===== config.mk =====
export PLATFORM = sky130hd
export DESIGN_NAME = mac_share_arbiter
export DESIGN_NICKNAME = d
export VERILOG_FILES = /design/src/rtl/mac_share_pkg.sv /design/src/rtl/mac_share_arbiter_rr.sv /design/src/rtl/mac_share_arbiter.sv
export SDC_FILE = /design/constraint.sdc
export NUM_CORES = 1
export LEC_CHECK = 0
export CAP_MARGIN = 20
export CORE_ASPECT_RATIO = 0.6
export CORE_UTILIZATION = 47
export DETAILED_ROUTE_END_ITERATION = 12
export HOLD_SLACK_MARGIN = 0.03
export MAX_ROUTING_LAYER = met4
export PLACE_DENSITY = 0.79
export REMOVE_ABC_BUFFERS = 1
export SETUP_SLACK_MARGIN = 0.5
export SYNTH_ARGS = -nofsm -noshare
export SYNTH_HDL_FRONTEND = slang
export SYNTH_HIERARCHICAL = 1
export SYNTH_SLANG_ARGS = --single-unit

===== constraint.sdc =====
create_clock -name clk -period 5.2 [get_ports clk]
set_clock_uncertainty 0.15 [all_clocks]
set_input_delay 0.52 -clock clk [delete_from_list [all_inputs] [get_ports clk]]
set_output_delay 0.52 -clock clk [all_outputs]
set_load 0.05 [all_outputs]

===== src/rtl/mac_share_pkg.sv =====
// mac_share_pkg: shared widths and the pipeline entry type
// for the shared multiply-accumulate arbiter.
package mac_share_pkg;

  localparam int DATA_WIDTH = 18;
  localparam int NUM_REQ    = 4;
  localparam int ID_WIDTH   = $clog2(NUM_REQ);

  typedef struct packed {
    logic [ID_WIDTH-1:0]   id;
    logic [DATA_WIDTH-1:0] a;
    logic [DATA_WIDTH-1:0] b;
    logic [DATA_WIDTH-1:0] c;
  } mac_entry_t;

endpackage


===== src/rtl/mac_share_arbiter_rr.sv =====
// rr_arbiter: round-robin grant over req, searched from ptr with wrap.
// Ports: req/en in; gnt (one-hot), gnt_idx, gnt_any out; owns ptr.
module rr_arbiter #(
  parameter int NUM_REQ  = 4,
  parameter int ID_WIDTH = $clog2(NUM_REQ)
) (
  input  logic                clk,
  input  logic                rst_n,
  input  logic [NUM_REQ-1:0]  req,
  input  logic                en,
  output logic [NUM_REQ-1:0]  gnt,
  output logic [ID_WIDTH-1:0] gnt_idx,
  output logic                gnt_any
);

  logic [ID_WIDTH-1:0] ptr;
  logic [ID_WIDTH-1:0] idx;

  function automatic logic [ID_WIDTH-1:0] wrap(
    logic [ID_WIDTH-1:0] p,
    int                  i
  );
    int j;
    j = int'(p) + i;
    if (j >= NUM_REQ) j = j - NUM_REQ;
    return ID_WIDTH'(j);
  endfunction

  always_comb begin
    gnt     = '0;
    gnt_idx = '0;
    gnt_any = 1'b0;
    idx     = '0;
    for (int i = 0; i < NUM_REQ; i++) begin
      idx = wrap(ptr, i);
      if (en && !gnt_any && req[idx]) begin
        gnt_any  = 1'b1;
        gnt_idx  = idx;
        gnt[idx] = 1'b1;
      end
    end
  end

  always_ff @(posedge clk or negedge rst_n) begin
    if (!rst_n) begin
      ptr <= '0;
    end else if (gnt_any) begin
      ptr <= wrap(gnt_idx, 1);
    end
  end

endmodule


===== src/rtl/mac_share_arbiter.sv =====
// mac_share_arbiter: shares one a*b+c datapath among NUM_REQ requesters.
// Ports: req_valid/req_ready/req_a/b/c in, resp_valid/ready/id/out, busy.
module mac_share_arbiter
  import mac_share_pkg::*;
#(
  parameter int DATA_WIDTH = mac_share_pkg::DATA_WIDTH,
  parameter int NUM_REQ    = mac_share_pkg::NUM_REQ,
  parameter int ID_WIDTH   = mac_share_pkg::ID_WIDTH
) (
  input  logic                          clk,
  input  logic                          rst_n,
  input  logic [NUM_REQ-1:0]            req_valid,
  output logic [NUM_REQ-1:0]            req_ready,
  input  logic [NUM_REQ*DATA_WIDTH-1:0] req_a,
  input  logic [NUM_REQ*DATA_WIDTH-1:0] req_b,
  input  logic [NUM_REQ*DATA_WIDTH-1:0] req_c,
  output logic                          resp_valid,
  input  logic                          resp_ready,
  output logic [ID_WIDTH-1:0]           resp_id,
  output logic [DATA_WIDTH-1:0]         resp_out,
  output logic                          busy
);

  typedef struct packed {
    logic [ID_WIDTH-1:0]   id;
    logic [DATA_WIDTH-1:0] a;
    logic [DATA_WIDTH-1:0] b;
    logic [DATA_WIDTH-1:0] c;
  } s1_t;

  localparam int PW = 2 * DATA_WIDTH;

  logic                adv;
  logic                gnt_en;
  logic [NUM_REQ-1:0]  gnt;
  logic [ID_WIDTH-1:0] gnt_idx;
  logic                gnt_any;
  logic                s1_valid;
  s1_t                 s1;
  logic [PW-1:0]       prod;
  logic [PW-1:0]       addend;

  assign adv = !resp_valid || resp_ready;
  // no grants while reset is held
  assign gnt_en = adv && rst_n;
  assign req_ready = gnt;
  assign busy = s1_valid || resp_valid;

  rr_arbiter #(
    .NUM_REQ  (NUM_REQ),
    .ID_WIDTH (ID_WIDTH)
  ) u_rr (
    .clk     (clk),
    .rst_n   (rst_n),
    .req     (req_valid),
    .en      (gnt_en),
    .gnt     (gnt),
    .gnt_idx (gnt_idx),
    .gnt_any (gnt_any)
  );

  always_ff @(posedge clk or negedge rst_n) begin
    if (!rst_n) begin
      s1_valid <= 1'b0;
      s1       <= '0;
    end else if (adv) begin
      s1_valid <= gnt_any;
      if (gnt_any) begin
        s1.id <= gnt_idx;
        s1.a  <= req_a[gnt_idx*DATA_WIDTH +: DATA_WIDTH];
        s1.b  <= req_b[gnt_idx*DATA_WIDTH +: DATA_WIDTH];
        s1.c  <= req_c[gnt_idx*DATA_WIDTH +: DATA_WIDTH];
      end
    end
  end

  // full-width product, then wrap to DATA_WIDTH on load
  assign prod   = {{DATA_WIDTH{1'b0}}, s1.a}
                * {{DATA_WIDTH{1'b0}}, s1.b};
  assign addend = {{DATA_WIDTH{1'b0}}, s1.c};

  always_ff @(posedge clk or negedge rst_n) begin
    if (!rst_n) begin
      resp_valid <= 1'b0;
      resp_id    <= '0;
      resp_out   <= '0;
    end else if (adv) begin
      resp_valid <= s1_valid;
      if (s1_valid) begin
        resp_id  <= s1.id;
        resp_out <= DATA_WIDTH'(prod + addend);
      end
    end
  end

endmodule


==> results.sh <==
export IMPL_regArea_um2=2020
export IMPL_io_pins=249
export IMPL_avgSynthCellArea_um2=10.6
export IMPL_hold_class="primary input to async pin"
export IMPL_wl_per_cell_um=19.6
export IMPL_multi_input_area_um2=7970
export IMPL_worstSetupPathType="flop to flop"
export IMPL_ant_nets=0
export IMPL_place_inst=1552
export IMPL_instances_no_fill=1599
export IMPL_slowest_stage="fa_2"
export IMPL_grt_pass1_vias=8977
export IMPL_cp_required_ns=5.34
export IMPL_gp_congestion=0.939
export IMPL_layout_common_cells="247 x clkdlybuf4s50_1, 173 x inv_1, 105 x fa_1, 90 x nand2_1, 84 x buf_4"
export IMPL_htree_levels=3
export IMPL_slew_viol_final=0
export IMPL_dp_slack_ns=-0.433
export IMPL_final_common_cell="clkdlybuf4s50_1"
export IMPL_r2r_setup_slack_ns=-0.22
export IMPL_r2r_end="resp_out[16]"
export IMPL_dp_hpwl_um=24600
export IMPL_cts_hold_buf=0
export IMPL_violations="negative setup slack"
export IMPL_clk_pin_slew_ns=0.07
export IMPL_synthCells=992
export IMPL_drc=0
export IMPL_die_y_um=118
export IMPL_synth_edf_count=0
export IMPL_dieArea_um2=23000
export IMPL_worst_slack_ns=-0.218
export IMPL_grt_start_max_net_pins=58
export IMPL_drt_pass1_iterations=7
export IMPL_num_vias=8425
export IMPL_grt_util_all_layers_pct=28.8
export IMPL_vias_per_cell=5.27
export IMPL_yosysSeqAreaShare_pct=19.0
export IMPL_start_util_pct=47.9
export IMPL_finalCritPeriodShare_pct=104
export IMPL_routed_wl_um=31300
export IMPL_crit_top_cell="inv_2"
export IMPL_status="complete, but fails checks"
export IMPL_grt_pass1_wl_um=48600
export IMPL_ys_flop_type="dfrtp_1"
export IMPL_cts_sinks=80
export IMPL_netlist_area_um2=10500
export IMPL_rr_startpoint="s1[45]"
export IMPL_max_freq_ghz=0.185
export IMPL_cp_end_kind="flop"
export IMPL_path_max_fanout=4
export IMPL_worst_slew_pin_slew_ns=0.892
export IMPL_die_w_um=195
export IMPL_max_slew_margin_pct=40.4
export IMPL_cts_buffers=9
export IMPL_rsz0062_at_grt="true"
export IMPL_worst_r2r_path_depth=20
export IMPL_clockBufferDepth=2
export IMPL_yosys_warnings=6
export IMPL_fillers=1662
export IMPL_drt_iter0_markers=473
export IMPL_grt_antenna_before_repair=1
export IMPL_hold_viol=0
export IMPL_ys_async_sr_fraction_pct=100
export IMPL_overflow=0
export IMPL_setup_viol=6
export IMPL_clock_latency_ns=0.36
export IMPL_clock_root_buffer="clkbuf_16"
export IMPL_drive_gt1_share_pct=29.3
export IMPL_crit_path_max_incr_delay_ns=0.54
export IMPL_fp_row_count=42
export IMPL_cts_tree="done"
export IMPL_synth_cell_type_count=58
export IMPL_crit_chain="buf_4 -> buf_4 -> and2_4 -> fa_2 -> inv_2 -> fa_2 -> inv_2 -> fa_2 -> fa_1 -> inv_2 -> fa_2 -> fa_1 -> inv_2 -> ha_4 -> inv_2 -> a211oi_4 -> buf_4 -> a21boi_1 -> or4_1 -> nand3_1"
export IMPL_synth_seq_cells=80
export IMPL_startpoint_type="flop"
export IMPL_drv_cap=0
export IMPL_layout_nets=1723
export IMPL_port_buffers=248
export IMPL_core_area_um2=22000
export IMPL_finalCriticalPeriod_ns=5.42
export IMPL_cp_arrival_ns=5.55
export IMPL_area_growth_pct=40.9
-- kinds of logic after synthesis --
kind of cell	synth area share, %
adder cells (fa/ha/maj)	31.7
AO/OA/AOI/OAI	4.13
AND/OR/NAND/NOR	11.8
flip-flops	19.0
multiplexers	19.2
XOR/XNOR	4.70
buffers and inverters	9.51
-- worst max path at each step --
stage | startpoint | endpoint | slack, ns
after global routing | s1[45] | resp_out[17] | -0.40
after detailed placement | s1[18] | resp_out[17] | -0.43
after CTS | s1[42] | resp_out[17] | -0.18
after global placement | s1[22] | resp_out[17] | -0.30
final | s1[45] | resp_out[16] | -0.22
after floorplan | s1[18] | resp_out[17] | -0.22
-- cells in the mapped netlist (2+ instances only) --
cell type  number  area (um^2)
nor2_1          7         26.3
clkbuf_1       36          135
nand2_1        94          353
a211oi_1        2         15.0
mux2i_1         2         20.0
ha_1           70          876
mux4_2         57         1280
a22oi_1         5         37.5
fa_1          123         2460
xor2_1          9         78.8
and2_2          7         52.6
a21o_1          4         30.0
clkbuf_8        2         27.5
and2_1         90          563
or4_1           2         15.0
dfrtp_1        80         2000
a21oi_1        12         60.1
xnor2_2         5         81.3
buf_2           8         40.0
buf_6           3         33.8
inv_1         203          762
nand2_2         3         18.8
nand2b_1        6         37.5
xnor2_1        25          219
nor3b_1         4         30.0
a31oi_1         2         12.5
nor3_1          3         15.0
o21ai_0        15         75.1
xnor3_1         2         45.0
xnor2_4         2         55.1
o21ai_1         9         45.0
a221o_1         4         40.0
nor2b_1         6         37.5
mux2_2         64          721
nand3_1         3         15.0
-- registers in the layout, summed over array words and instances (netlist names), named ones only --
| signal | cells |
|---|---|
| s1 | 38 |
| resp_out | 18 |
| u_rr/ptr | 1 |
| resp_valid | 1 |
| s1_valid | 1 |
| addend | 18 |
| resp_id | 2 |
-- metrics by stage --
stage	setup TNS, ns	instance area (um^2)	utilization (%)	hold WS (ns)
after floorplan	-1.18	10300	-	0.0744
after global placement	-1.33	13800	62.6	0.317
after detailed placement	-1.83	13800	62.6	0.323
after CTS	-0.550	14700	66.6	0.0928
after global routing	-1.93	14800	67.4	0.128
final	-0.836	14800	67.4	0.0871
-- cell type report --
class,instances,share of cell area [%]
inverters,203,5.13
multi-input cells,659,53.7
clock buffers,10,1.54
repair buffers,354,23.0
well taps,286,2.41
clock inverters,6,0.615
diodes,1,0.0169
flip-flops and latches,80,13.6
-- worst max-delay path: cells and delay by family (launching register included) --
family                   cells  cell delay (ns)
buffers and inverters        8             0.67
AO/OA/AOI/OAI                2             0.31
adder cells (fa/ha/maj)      7             3.17
flip-flops                   1             0.42
AND/OR/NAND/NOR              3             0.63
-- layer usage --
layer	vias up	part of all wire [%]	global-route usage, %
met2	360	45	43.2
met3	39	8.8	7.77
met4	0	1.9	6.00
met5	-	0	-
met1	4218	44	39.3
li1	3808	-	-
-- timing repair --
action,in CTS,in global routing
pin swaps,77,22
setup buffers,24,6
endpoints found under the setup margin,11,12
gates resized for setup,103,49
Power is left out: the tool's default activity adds up to more than one toggle a clock period on the data nets, which glitch-free logic cannot reach.
